### src/rtl/tx_backend_interp_if.sv
// -----------------------------------------------------------------------------
// tx_backend_interp_if
//
// Purpose: groups the sample-input handshake and the DAC-side signals of
//          tx_backend_interp into one bundle.
//
// Parameters (must match the tx_backend_interp instance they are bound to):
//   INPUT_WIDTH   signed baseband sample width
//   OUTPUT_WIDTH  DAC code width
//
// Signals:
//   s_data     signed two's-complement baseband sample  (source -> block)
//   s_valid    s_data valid                              (source -> block)
//   s_ready    block accepts s_data this cycle           (block -> source)
//   out_en     output-rate strobe, one DAC update/cycle  (source -> block)
//   dac_out    offset-binary DAC code                    (block -> source)
//   dac_valid  one-cycle pulse when dac_out updates      (block -> source)
//   underflow  one-cycle pulse on entry to STARVE        (block -> source)
//   active     high while interpolating (RUN)            (block -> source)
//
// Modports: master = sample source / DAC consumer side, slave = the block.
// -----------------------------------------------------------------------------
interface tx_backend_interp_if #(
  parameter int INPUT_WIDTH  = 12,
  parameter int OUTPUT_WIDTH = 8
);
  logic signed [INPUT_WIDTH-1:0] s_data;
  logic                          s_valid;
  logic                          s_ready;
  logic                          out_en;
  logic [OUTPUT_WIDTH-1:0]       dac_out;
  logic                          dac_valid;
  logic                          underflow;
  logic                          active;

  modport master (
    output s_data, s_valid, out_en,
    input  s_ready, dac_out, dac_valid, underflow, active
  );

  modport slave (
    input  s_data, s_valid, out_en,
    output s_ready, dac_out, dac_valid, underflow, active
  );
endinterface

### src/rtl/tx_backend_interp.sv
// -----------------------------------------------------------------------------
// tx_backend_interp
//
// Purpose: transmit back-end that takes signed baseband samples through a
//          4-entry FIFO, linearly interpolates between consecutive samples by
//          a factor L = 2^INTERP_LOG2 (one output per out_en strobe) and
//          converts the result to an offset-binary DAC code.
//
// Parameters:
//   INPUT_WIDTH   signed sample width (>= OUTPUT_WIDTH+1), default 12
//   OUTPUT_WIDTH  DAC code width, default 8
//   INTERP_LOG2   log2 of interpolation factor L (1..6), default 3
//
// Ports:
//   clk_in  input   sole clock, rising edge
//   RST     input   synchronous active-high reset
//   bus     tx_backend_interp_if.slave
//             s_data/s_valid/s_ready : sample input handshake
//             out_en                 : output-rate strobe
//             dac_out/dac_valid      : registered DAC code + update pulse
//             underflow              : pulse when interpolation starves
//             active                 : high in RUN
//
// Build option:
//   TX_BACKEND_ROUND_EN  when defined, the code is rounded to nearest
//                        (half-LSB bias, saturating at max positive) before
//                        the low bits are dropped; otherwise plain truncation.
// -----------------------------------------------------------------------------
module tx_backend_interp #(
  parameter int INPUT_WIDTH  = 12,
  parameter int OUTPUT_WIDTH = 8,
  parameter int INTERP_LOG2  = 3
) (
  input  logic                clk_in,
  input  logic                RST,
  tx_backend_interp_if.slave  bus
);

  localparam int FIFO_DEPTH = 4;
  // Product width: (INPUT_WIDTH+1)-bit difference times (INTERP_LOG2+1)-bit
  // non-negative phase, so no intermediate result can overflow.
  localparam int PW   = INPUT_WIDTH + INTERP_LOG2 + 2;
  localparam int DROP = INPUT_WIDTH - OUTPUT_WIDTH;

  localparam logic [INTERP_LOG2-1:0]  K_MAX    = '1;
  localparam logic [OUTPUT_WIDTH-1:0] MIDSCALE = {1'b1, {(OUTPUT_WIDTH-1){1'b0}}};

  typedef enum logic [1:0] {
    ST_IDLE,
    ST_PRIME,
    ST_RUN,
    ST_STARVE
  } state_t;

  // ---------------------------------------------------------------------------
  // Input FIFO
  // ---------------------------------------------------------------------------
  logic signed [INPUT_WIDTH-1:0] r_mem [FIFO_DEPTH];
  logic [1:0]                    r_wr_ptr;
  logic [1:0]                    r_rd_ptr;
  logic [2:0]                    r_count;

  logic                          w_ready;
  logic                          w_push;
  logic                          w_pop;
  logic signed [INPUT_WIDTH-1:0] w_head;

  assign w_ready     = (r_count < 3'd4);
  assign bus.s_ready = w_ready;
  assign w_push      = bus.s_valid && w_ready;
  assign w_head      = r_mem[r_rd_ptr];

  // Storage is not reset: pointers and count alone define what is valid, so a
  // write landing during RST is simply never read.
  always_ff @(posedge clk_in) begin
    if (w_push) begin
      r_mem[r_wr_ptr] <= bus.s_data;
    end
  end

  always_ff @(posedge clk_in) begin
    if (RST) begin
      r_wr_ptr <= 2'd0;
      r_rd_ptr <= 2'd0;
      r_count  <= 3'd0;
    end else begin
      if (w_push) begin
        r_wr_ptr <= r_wr_ptr + 2'd1;
      end
      if (w_pop) begin
        r_rd_ptr <= r_rd_ptr + 2'd1;
      end
      case ({w_push, w_pop})
        2'b10:   r_count <= r_count + 3'd1;
        2'b01:   r_count <= r_count - 3'd1;
        default: r_count <= r_count;
      endcase
    end
  end

  // ---------------------------------------------------------------------------
  // Interpolator state
  // ---------------------------------------------------------------------------
  state_t                        r_state;
  logic signed [INPUT_WIDTH-1:0] r_a;
  logic signed [INPUT_WIDTH-1:0] r_b;
  logic [INTERP_LOG2-1:0]        r_k;
  logic [OUTPUT_WIDTH-1:0]       r_dac_out;
  logic                          r_dac_valid;
  logic                          r_underflow;

  state_t                        w_state_next;
  logic signed [INPUT_WIDTH-1:0] w_a_next;
  logic signed [INPUT_WIDTH-1:0] w_b_next;
  logic [INTERP_LOG2-1:0]        w_k_next;
  logic [OUTPUT_WIDTH-1:0]       w_dac_next;
  logic                          w_underflow_next;

  // ---------------------------------------------------------------------------
  // Datapath: y = A + (((B - A) * k) >>> INTERP_LOG2)
  // ---------------------------------------------------------------------------
  logic signed [INPUT_WIDTH:0]   w_diff;
  logic signed [PW-1:0]          w_diff_ext;
  logic signed [PW-1:0]          w_k_ext;
  logic signed [PW-1:0]          w_prod;
  logic signed [INPUT_WIDTH-1:0] w_y;

  assign w_diff     = {r_b[INPUT_WIDTH-1], r_b} - {r_a[INPUT_WIDTH-1], r_a};
  assign w_diff_ext = PW'(w_diff);
  assign w_k_ext    = signed'(PW'(r_k));
  assign w_prod     = w_diff_ext * w_k_ext;
  // The interpolated point always lies between A and B, so it fits in
  // INPUT_WIDTH bits and the upper bits of the sum can be discarded.
  assign w_y        = INPUT_WIDTH'((w_prod >>> INTERP_LOG2) + PW'(r_a));

  // ---------------------------------------------------------------------------
  // Quantiser: STARVE holds the last sample B, RUN emits the interpolant.
  // ---------------------------------------------------------------------------
  logic signed [INPUT_WIDTH-1:0] w_q_in;
  logic [OUTPUT_WIDTH-1:0]       w_q;
  logic [OUTPUT_WIDTH-1:0]       w_code;

  assign w_q_in = (r_state == ST_STARVE) ? r_b : w_y;

`ifdef TX_BACKEND_ROUND_EN
  localparam logic [INPUT_WIDTH:0] ROUND_BIAS = (INPUT_WIDTH+1)'(1) << (DROP - 1);

  logic [INPUT_WIDTH:0] w_rsum;

  // One guard bit catches the only possible overflow: a positive value pushed
  // past max positive by the half-LSB bias. It saturates instead of wrapping.
  assign w_rsum = {w_q_in[INPUT_WIDTH-1], w_q_in} + ROUND_BIAS;
  assign w_q    = (w_rsum[INPUT_WIDTH] != w_rsum[INPUT_WIDTH-1])
                ? {1'b0, {(OUTPUT_WIDTH-1){1'b1}}}
                : OUTPUT_WIDTH'(w_rsum >> DROP);
`else
  assign w_q    = OUTPUT_WIDTH'(w_q_in >>> DROP);
`endif

  // Two's complement to offset binary: flip the sign bit.
  assign w_code = {~w_q[OUTPUT_WIDTH-1], w_q[OUTPUT_WIDTH-2:0]};

  // ---------------------------------------------------------------------------
  // FSM next-state / datapath control
  // ---------------------------------------------------------------------------
  always_comb begin
    w_state_next     = r_state;
    w_a_next         = r_a;
    w_b_next         = r_b;
    w_k_next         = r_k;
    w_pop            = 1'b0;
    w_underflow_next = 1'b0;
    w_dac_next       = r_dac_out;

    case (r_state)
      ST_IDLE: begin
        if (bus.out_en) begin
          w_dac_next = MIDSCALE;
        end
        // Wait for two samples so PRIME is guaranteed a second one to pop.
        if (r_count >= 3'd2) begin
          w_pop        = 1'b1;
          w_a_next     = w_head;
          w_state_next = ST_PRIME;
        end
      end

      ST_PRIME: begin
        if (bus.out_en) begin
          w_dac_next = MIDSCALE;
        end
        w_pop        = 1'b1;
        w_b_next     = w_head;
        w_k_next     = '0;
        w_state_next = ST_RUN;
      end

      ST_RUN: begin
        if (bus.out_en) begin
          w_dac_next = w_code;
          if (r_k == K_MAX) begin
            w_k_next = '0;
            w_a_next = r_b;
            if (r_count != 3'd0) begin
              w_pop    = 1'b1;
              w_b_next = w_head;
            end else begin
              // Nothing to move towards: hold B and flag the gap once.
              w_state_next     = ST_STARVE;
              w_underflow_next = 1'b1;
            end
          end else begin
            w_k_next = r_k + 1'b1;
          end
        end
      end

      ST_STARVE: begin
        if (bus.out_en) begin
          w_dac_next = w_code;
        end
        // A == B already here, so resuming ramps from the held level to the
        // new sample without a step.
        if (r_count != 3'd0) begin
          w_pop        = 1'b1;
          w_a_next     = r_b;
          w_b_next     = w_head;
          w_k_next     = '0;
          w_state_next = ST_RUN;
        end
      end

      default: begin
        w_state_next = ST_IDLE;
      end
    endcase
  end

  always_ff @(posedge clk_in) begin
    if (RST) begin
      r_state     <= ST_IDLE;
      r_a         <= '0;
      r_b         <= '0;
      r_k         <= '0;
      r_dac_out   <= MIDSCALE;
      r_dac_valid <= 1'b0;
      r_underflow <= 1'b0;
    end else begin
      r_state     <= w_state_next;
      r_a         <= w_a_next;
      r_b         <= w_b_next;
      r_k         <= w_k_next;
      r_dac_out   <= w_dac_next;
      r_dac_valid <= bus.out_en;
      r_underflow <= w_underflow_next;
    end
  end

  assign bus.dac_out   = r_dac_out;
  assign bus.dac_valid = r_dac_valid;
  assign bus.underflow = r_underflow;
  assign bus.active    = (r_state == ST_RUN);

endmodule

### src/flat_wrapper.sv
// flat-port wrapper written by rule: the top's interface ports become plain ports
module tx_backend_interp_flat 
#(
  parameter int INPUT_WIDTH  = 12,
  parameter int OUTPUT_WIDTH = 8,
  parameter int INTERP_LOG2  = 3
)
  (clk_in, RST, bus_s_data, bus_s_valid, bus_out_en, bus_s_ready, bus_dac_out, bus_dac_valid, bus_underflow, bus_active);
  tx_backend_interp_if #(.INPUT_WIDTH(INPUT_WIDTH), .OUTPUT_WIDTH(OUTPUT_WIDTH)) bus_i ();
  input  logic clk_in;
  input  logic RST;
  input wire logic [$bits(bus_i.s_data)-1:0] bus_s_data;
  input wire logic [$bits(bus_i.s_valid)-1:0] bus_s_valid;
  input wire logic [$bits(bus_i.out_en)-1:0] bus_out_en;
  output wire logic [$bits(bus_i.s_ready)-1:0] bus_s_ready;
  output wire logic [$bits(bus_i.dac_out)-1:0] bus_dac_out;
  output wire logic [$bits(bus_i.dac_valid)-1:0] bus_dac_valid;
  output wire logic [$bits(bus_i.underflow)-1:0] bus_underflow;
  output wire logic [$bits(bus_i.active)-1:0] bus_active;
  assign bus_i.s_data = bus_s_data;
  assign bus_i.s_valid = bus_s_valid;
  assign bus_i.out_en = bus_out_en;
  assign bus_s_ready = bus_i.s_ready;
  assign bus_dac_out = bus_i.dac_out;
  assign bus_dac_valid = bus_i.dac_valid;
  assign bus_underflow = bus_i.underflow;
  assign bus_active = bus_i.active;
  tx_backend_interp #(.INPUT_WIDTH(INPUT_WIDTH), .OUTPUT_WIDTH(OUTPUT_WIDTH), .INTERP_LOG2(INTERP_LOG2)) u_core (.clk_in(clk_in), .RST(RST), .bus(bus_i));
endmodule
### config.mk
export PLATFORM = sky130hd
export DESIGN_NAME = tx_backend_interp_flat
export DESIGN_NICKNAME = d
export VERILOG_FILES = /design/src/rtl/tx_backend_interp_if.sv /design/src/rtl/tx_backend_interp.sv /design/src/flat_wrapper.sv
export SDC_FILE = /design/constraint.sdc
export NUM_CORES = 1
export LEC_CHECK = 0
export CAP_MARGIN = 20
export CELL_PAD_IN_SITES_DETAIL_PLACEMENT = 0
export CELL_PAD_IN_SITES_GLOBAL_PLACEMENT = 1
export CORE_MARGIN = 4
export CORE_UTILIZATION = 25
export DETAILED_ROUTE_END_ITERATION = 8
export DONT_BUFFER_PORTS = 1
export PLACE_DENSITY = 0.47
export SYNTH_ARGS = -nofsm -noshare
export SYNTH_HDL_FRONTEND = slang
export SYNTH_SLANG_ARGS = --single-unit
### constraint.sdc
create_clock -name clk_in -period 6.3 [get_ports clk_in]
set_input_delay 1.26 -clock clk_in [delete_from_list [all_inputs] [get_ports clk_in]]
set_output_delay 1.26 -clock clk_in [all_outputs]
set_load 0.05 [all_outputs]
# After elaboration in Yosys (flattened, before gate mapping)
# Memory sizes are Yosys's and may differ from the RTL's. A register that Yosys moved wholly into a read port is not among the register bits.
# Cells that the tools add are included.
# totals
out_inout_bits	12
mem_bits_rw	48
ff_bits	46
wordCells	86
mem_count	1
# memory_table
name	depth	word_bits	read_ports	rd_clocked_by_memory_dff	write_ports	line	rtl
u_core.r_mem	4	12	1	1	1	tx_backend_interp.sv:58	logic signed [INPUT_WIDTH-1:0] r_mem [FIFO_DEPTH];
# classes
addsub	7
reduce_logical	14
order_cmp	2
n_mux	34
n_eq_ne	13
bitwise_logic	4
mul	1
# op_table
operator	n
$mux W12	8
$pmux W12 S3	2
$mux W8	2
$pmux W8 S2	1
$mul A13 B4 Y15	1
$mux W2	7
$sub A12 B12 Y13	1
$add A12 B12 Y12	1
$reduce_and A5 Y1	2
$mux W3	3
$pmux W3 S3	1
$reduce_bool A3 Y1	3
$ne A2 B1 Y1 const B	4
$pmux W2 S4	1
$mux W1	7
$add A3 B1 Y3 const B	2
$eq A2 B2 Y1 const B	3
$ne A2 B2 Y1 const B	3
$pmux W3 S2	1
$reduce_and A3 Y1	2
$add A2 B1 Y2 const B	2
$eq A2 B1 Y1 const B	2
$not A1 Y1	4
$pmux W1 S4	1
other kinds (10)	11

# Longest topological paths before layout
# Gate-level depths: netlist of run 1.
# logic_depth
word_depth	7
mapped_depth	28
depth_no_buf	28

# Least setup slack after synthesis of run 1
# Ideal clock, no wire load.
# synth_path
path_kind	register to register
from	reg u_core.r_b[0]
to	reg u_core.r_dac_out[7] (netlist: u_core.bus.dac_out[7])
stages_incl_launch_ff	24
arrival_ns	5.131
n_path_buf	0
setup_ns	0.121
setup_slack_ns	1.048
t_required_ns	6.179
period_less_slack_ns	5.252
cell_sequence	dfxtp_1 > inv_1 > ha_1 > fa_1 > nor2b_1 > o2111ai_1 > a31oi_1 > a21oi_1 > and2_1 > ha_1 > inv_1 > fa_1 > inv_1 > ha_1 > or4_1 > or3_1 > a31oi_1 > xnor2_1 > ha_1 > a21o_1 > a41oi_2 > xnor2_1 > and3b_1 > nor3_2
# synth_via
elab_chain_cells	7
# synth_lines
item	line	rtl
start, declared	tx_backend_interp.sv:106	logic signed [INPUT_WIDTH-1:0] r_b;
start signal, assigned	tx_backend_interp.sv:251	r_b <= w_b_next;
$sub A12 B12 Y13	tx_backend_interp.sv:128	assign w_diff = {r_b[INPUT_WIDTH-1], r_b} - {r_a[INPUT_WIDTH-1], r_a};
$mul A13 B4 Y15	tx_backend_interp.sv:131	assign w_prod = w_diff_ext * w_k_ext;
$add A12 B12 Y12	tx_backend_interp.sv:134	assign w_y = INPUT_WIDTH'((w_prod >>> INTERP_LOG2) + PW'(r_a));
$mux W12	tx_backend_interp.sv:143	assign w_q_in = (r_state == ST_STARVE) ? r_b : w_y;
$not A1 Y1	tx_backend_interp.sv:161	assign w_code = {~w_q[OUTPUT_WIDTH-1], w_q[OUTPUT_WIDTH-2:0]};
$mux W8	tx_backend_interp.sv:199, tx_backend_interp.sv:219	
$pmux W8 S2	tx_backend_interp.sv:175	case (r_state)
end signal, assigned	tx_backend_interp.sv:253	r_dac_out <= w_dac_next;
end, declared	tx_backend_interp.sv:108	logic [OUTPUT_WIDTH-1:0] r_dac_out;
# Every way passes these cells. The select of a mux whose other input is x is not followed.
# A chain may end at the register's enable or synchronous reset.

# Worst setup path in the final report of run 1
# Same ends and word-level chain as after synthesis.

==> results of run 1 <==
==> critical path: stages (launching register included) <==
cell and delay, ns:
dfxtp_1 0.33, inv_1 0.06, ha_1 0.22, fa_1 0.41, nor2b_1 0.17, o2111ai_1 0.15, a31oi_1 0.24, buf_4 0.18
a21oi_1 0.07, and2_1 0.18, ha_1 0.27, inv_1 0.05, fa_1 0.53, inv_1 0.04, ha_1 0.23, or4_1 0.52
or3_1 0.39, a31oi_1 0.20, xnor2_1 0.21, ha_1 0.34, a21o_1 0.20, a41oi_2 0.18, xnor2_1 0.16, and3b_1 0.20
nor3_2 0.04
==> power groups by stage <==
| stage | registers (µW) | logic, µW | clock network, µW |
|---|---|---|---|
| floorplan | 824 | 771 | 0 |
| global placement | 876 | 934 | 0 |
| detailed placement | 878 | 949 | 0 |
| CTS | 865 | 953 | 551 |
| global route | 879 | 1060 | 583 |
| finish | 861 | 937 | 534 |
==> logic make-up after synthesis <==
kind of cell,Yosys count,share of synthesized area (%)
DFF,96,39.8
AOI/OAI and AO/OA,108,12.3
xor gates and xnor gates,31,4.49
muxes,35,8.28
buffers and inverters,90,5.98
adders and majority gates,68,15.8
and+or+nand+nor,161,13.3
==> worst paths after layout <==
check / start / endpoint / slack [ns] / cells after the start
setup reg to reg: u_core.r_b[0] / u_core.bus.dac_out[7] / 0.62 / 24
hold / removal: u_core.r_a[11] / u_core.r_a[11] / 0.50 / 2
setup / recovery: u_core.r_b[0] / u_core.bus.dac_out[7] / 0.62 / 24
hold reg to reg: u_core.r_a[11] / u_core.r_a[11] / 0.50 / 2
==> state kept, by name, indices dropped and copies added, names as in the netlist, named ones only <==
signal	count
u_core.bus.underflow	1
u_core.r_count	3
u_core.r_a	12
u_core.r_k	3
u_core.r_state	2
u_core.bus.dac_valid	1
u_core.r_rd_ptr	2
u_core.r_wr_ptr	2
u_core.r_mem	48
u_core.r_b	12
u_core.bus.dac_out	8
==> through the flow <==
stage	setup slack, ns	utilization, %	instances
6_report	0.621	28.2	909
2_1_floorplan	1.05	-	589
5_1_grt	0.209	28.2	909
3_5_place_dp	0.579	27.0	893
4_1_cts	0.575	28.2	909
3_3_place_gp	0.637	27.0	893
==> per-layer routing <==
| layer | share of wire, % | global-route usage, % |
|---|---|---|
| met1 | 49 | 14.1 |
| met4 | 1.3 | 3.16 |
| met5 | 0 | 0 |
| met2 | 47 | 18.3 |
| met3 | 2.8 | 2.32 |
==> synthesized netlist by cell type, drive strengths merged (2+ instances only) <==
library cell / n
clkbuf: 12
a21boi: 2
nor2: 67
fa: 14
xor2: 7
mux4: 12
o21a: 10
a31oi: 6
o22ai: 4
mux2i: 23
nand3: 8
ha: 54
a22oi: 4
o211ai: 4
xnor2: 24
o2111ai: 2
a21oi: 29
a21o: 4
or3: 7
inv: 71
o21bai: 2
buf: 7
dfxtp: 48
edfxtp: 48
nand2: 17
nand2b: 10
and3: 3
or4: 2
o21ai: 16
nor2b: 7
a211oi: 18
a221oi: 2
and2: 21
nor3: 16
==> layout make-up <==
type | instances | share of cell area [%]
clock inverters | 6 | 0.751
clock buffers | 10 | 3.58
inverters | 71 | 4.00
repair buffers | 4 | 0.450
flip-flops and latches | 96 | 36.0
multi-input cells | 403 | 49.2
well taps | 319 | 5.99
==> run summary, run 1 <==
Reg clk slew, reported paths - 0.07 ns
Leak Pwr - 0.00257 µW
Total area of sequential cells - 0.00240 mm²
Overall Power - 2330 µW
H-tree depth - 3
Layout cells sized above 1 - 7.46%
Syn_area_per_cell - 10.3 µm²
Final min period - 5.68 ns
Worst-path maximum fanout - 4
Port Buffers - 0
Final WL - 13500 µm
Most frequent cells in the layout - inv_1, nor2_1, ha_1, dfxtp_1, edfxtp_1
Yosys reg bits - 96
DR WL/cell - 14.9 µm
Max-Slew Margin vs Limit - 39.8%
Total grt overflow - 0
Asr flop ratio synth - 0%
Post-synthesis cell type count - 52
Vias - 3973
Capturing element type of the critical path - register
Number of max-cap violations - 0
Die W - 163 µm
YS warnings - 0
Cells after Synth - 589
CTS buffer count - 9
# setup viols final - 0
Root Buffer - clkbuf_16
Synth area leader - edfxtp_1
Clock network power share - 22.9%
Largest net degree at the start of global routing - 48
First-pass GRT wire length - 22600 µm
RSZ-0062 raised after global routing - no
Design area - 0.00667 mm²
Final hold violations - 0
P&R area growth vs syn - 10.3%
Worst VDD drop - 0.000247 V
Gp weighted congestion - 0.752
Hold Crit Class - register to register
Status - completed
Highest clock rate - 176 MHz
Clock latency on the worst-skew pair - 0.35 ns
Sequential area share after synthesis - 39.8%
Worst Path Required - 6.55 ns
Hold_ws - 0.502 ns
Vias per cell - 4.37
Switch share - 38.5%
EDFF count, synth - 48
Ant diodes - 0
Hpwl dp - 10600 µm
Initial antenna violation count - 0
Residual DRC - 0
DIE AREA - 0.0267 mm²
Die height - 163 µm
Total GRT Usage - 10.9%
Startpoint type of the worst setup path - register
CTS tree - built
Initial DRC Count - 126
DP Area - 0.00638 mm²
CP arrival - 5.92 ns
Commonest non-fill, non-tap cell in the layout - inv_1
Post-CTS Setup Inserts - 0
Fin crit share - 90.1%
TNS Setup - 0 ns
Multi-input logic area - 0.00328 mm²
Synthesized area - 0.00604 mm²
Int Power - 1430 µW
Cts hold-fix bufs - 0
Filler cells - 2500
Clock tree buffer depth - 2
Number of global-route vias before repair - 4179
Sequential Power Share - 36.9%
Switching pwr - 897 µW
Synth area leaders - edfxtp_1, dfxtp_1, ha_1, fa_1, mux4_2
PD cells - 350 mW/mm²
Slew Limit Fails - 0
Combinational share of power - 40.2%
Ys flop type - edfxtp_1
Post-Syn Nets - 673
DRT Pass-1 Iters - 4
Antenna-violating nets left - 0
Final-stage net count - 669
Initial Util - 25.6%
Worst Max-Slew Pin Slew - 0.902 ns
Resize count post-CTS - 0
Core area - 0.0236 mm²
I/O pin cnt - 28
Max Clock Skew - 0.0101 ns
Share of the synthesized area in the top cell type - 23.9%
Clock sinks - 96
Row count - 56
Setup Crit Path Kind - register to register
(Power assumes the default switching activity.)
==> run 2, diff against run 1 <==
DONT_BUFFER_PORTS = not set   (was 1)
PLACE_DENSITY = 0.58   (was 0.47)
==> run 2 against run 1 <==
Hold slack got worse by 0.019 ns. Wire length shrank 6.4%. Sequential share of layout area shrank 1.4 points. Critical path depth shrank 1. Critical path type unchanged. Critical endpoint unchanged. Largest cell class unchanged. Largest power group unchanged.
==> run summary, run 2 (synthesized netlist as in run 1, its figures left out) <==
Highest clock rate - 172 MHz (was 176 MHz)
Initial Util - 25.6% (unchanged)
Root Buffer - clkbuf_16 (unchanged)
P&R area growth vs syn - 14.9% (was 10.3%)
Uppermost layer routed - met4 (unchanged)
Post-CTS Setup Inserts - 0 (unchanged)
CTS buffer count - 9 (unchanged)
CP arrival - 6.03 ns (was 5.92 ns)
Clock latency on the worst-skew pair - 0.34 ns (was 0.35 ns)
PD cells - 337 mW/mm² (was 350 mW/mm²)
Fin crit share - 92.1% (was 90.1%)
Row count - 56 (unchanged)
Residual DRC - 0 (unchanged)
Cts hold-fix bufs - 0 (unchanged)
Final WL - 12700 µm (was 13500 µm)
Final-stage net count - 696 (was 669)
Max Clock Skew - 0.0104 ns (was 0.0101 ns)
Vias - 4146 (was 3973)
DIE AREA - 0.0267 mm² (unchanged)
Worst Max-Slew Pin Slew - 0.882 ns (was 0.902 ns)
Antenna-violating nets left - 0 (unchanged)
Max-Slew Margin vs Limit - 41.0% (was 39.8%)
CP max stage delay - 0.53 ns (about the same)
Fin worst setup slack - 0.499 ns (was 0.621 ns)
DRT Pass-1 Iters - 4 (unchanged)
Biggest regs - u_core.r_mem: 48 flops, u_core.r_a: 12 flops, u_core.r_b: 12 flops (unchanged)
Initial DRC Count - 198 (was 126)
Capturing element type of the critical path - register (unchanged)
Leak Pwr - 0.00269 µW (was 0.00257 µW)
WL met2 - 6200 µm (was 6370 µm)
Delay-heaviest family, CP - adder cells (unchanged)
Biggest register - u_core.r_mem (unchanged)
Slew Limit Fails - 0 (unchanged)
Vias per cell - 4.43 (was 4.37)
First-pass GRT wire length - 21400 µm (was 22600 µm)
Commonest non-fill, non-tap cell in the layout - inv_1 (unchanged)
Initial antenna violation count - 0 (unchanged)
Number of global-route vias before repair - 4229 (was 4179)
# setup viols final - 0 (unchanged)
Met3 WL - 234 µm (was 373 µm)
I/O pin cnt - 28 (unchanged)
WP buf/inv - 3 (was 4)
Die height - 163 µm (unchanged)
Setup WS pre-CTS - 0.483 ns (was 0.579 ns)
Resize count post-CTS - 0 (unchanged)
Core area - 0.0236 mm² (unchanged)
Total grt overflow - 0 (unchanged)
Critical-path top delay cell - fa_1 (unchanged)
CP Cell Sequence - inv_1 -> ha_1 -> fa_1 -> nor2b_1 -> o2111ai_1 -> a31oi_1 -> a21oi_1 -> and2_1 -> ha_1 -> inv_1 -> fa_1 -> inv_1 -> ha_1 -> or4_1 -> or3_1 -> a31oi_1 -> xnor2_1 -> ha_1 -> a21o_1 -> a41oi_2 -> xnor2_1 -> and3b_1 -> nor3_2 (was inv_1 -> ha_1 -> fa_1 -> nor2b_1 -> o2111ai_1 -> a31oi_1 -> buf_4 -> a21oi_1 -> and2_1 -> ha_1 -> inv_1 -> fa_1 -> inv_1 -> ha_1 -> or4_1 -> or3_1 -> a31oi_1 -> xnor2_1 -> ha_1 -> a21o_1 -> a41oi_2 -> xnor2_1 -> and3b_1 -> nor3_2)
Reg clk slew, reported paths - 0.07 ns (about the same)
Layout cells sized above 1 - 7.29% (was 7.46%)
Setup Crit Path Kind - register to register (unchanged)
DR WL/cell - 13.5 µm (was 14.9 µm)
Gp weighted congestion - 0.763 (was 0.752)
Number of max-cap violations - 0 (unchanged)
Final min period - 5.80 ns (was 5.68 ns)
WL met1 - 6080 µm (was 6620 µm)
Hold Crit Class - register to register (unchanged)
Status - completed (unchanged)
Port Buffers - 27 (was 0)
Worst-path maximum fanout - 4 (unchanged)
Most frequent cells in the layout - inv_1, nor2_1, ha_1, dfxtp_1, edfxtp_1 (unchanged)
H-tree depth - 3 (unchanged)
Startpoint type of the worst setup path - register (unchanged)
Worst R2R Setup Slack - 0.50 ns (was 0.62 ns)
Final hold violations - 0 (unchanged)
Clock tree buffer depth - 2 (unchanged)
Clock sinks - 96 (unchanged)
Worst Path Required - 6.53 ns (was 6.55 ns)
CTS tree - built (unchanged)
Largest register FFs - 48 (unchanged)
CP dominant cell by count - ha_1 (unchanged)
Largest net degree at the start of global routing - 48 (unchanged)
Hpwl dp - 9970 µm (was 10600 µm)
Worst VDD drop - 0.000193 V (was 0.000247 V)
Total GRT Usage - 9.98% (was 10.9%)
Ant diodes - 0 (unchanged)
Die W - 163 µm (unchanged)
TNS Setup - 0 ns (unchanged)
RSZ-0062 raised after global routing - no (unchanged)
## run 2: cell types whose count changed in the layout (fill, tap and decap cells not counted)
cell             change
bufinv_8             +1
clkbuf_8             -1
clkdlybuf4s50_1     +26
inv_8                -1
clkinvlp_4           -1
clkinv_4             -1
buf_2                +1
inv_4                +2
clkbuf_16            +1
## run 2: per-layer routing
metal	vias to the layer above	track usage [%]
met1	1987	12.8
li1	2113	-
met3	14	1.16
met4	0	2.55
met2	32	17.8
met5	-	0
## run 2: where the power goes
part	switching, µW	leakage, µW	total [µW]	internal, µW
clock network	230	0.000158	544	313
registers	93.2	0.000832	850	757
logic	548	0.00170	947	399
total	871	0.00269	2340	1470
## run 2: layout make-up
type,count,area [µm²]
Fill cell,2445,16700
Multi-Input combinational cell,403,3280
Sequential cell,96,2400
Tap cell,319,399
Timing Repair Buffer,31,295
Inverter,71,267
Clock buffer,10,250
Clock inverter,6,52.6
## run 2: worst min-delay path: cells and delay by family, from the launching register on
| kind | cells | cell delay (ns) |
|---|---|---|
| compound gates | 1 | 0.06 |
| flops | 1 | 0.32 |
| simple gates | 1 | 0.07 |
## run 2: final timing paths
kind         cells past startpoint                     to                   from
min                              2  u_core.bus.dac_out[0]  u_core.bus.dac_out[0]
min reg2reg                      2  u_core.bus.dac_out[0]  u_core.bus.dac_out[0]
max                             23  u_core.bus.dac_out[7]          u_core.r_b[0]
max reg2reg                     23  u_core.bus.dac_out[7]          u_core.r_b[0]
## run 2: metrics by stage
| stage | hold slack [ns] | instances | cell area [µm²] | utilization, % | total power [µW] |
|---|---|---|---|---|---|
| 2_1_floorplan | 0.478 | 589 | 6040 | - | 1600 |
| 3_3_place_gp | 0.480 | 920 | 6640 | 28.1 | 1800 |
| 3_5_place_dp | 0.480 | 920 | 6640 | 28.1 | 1820 |
| 4_1_cts | 0.493 | 936 | 6950 | 29.4 | 2370 |
| 5_1_grt | 0.519 | 936 | 6950 | 29.4 | 2540 |
| 6_report | 0.483 | 936 | 6950 | 29.4 | 2340 |
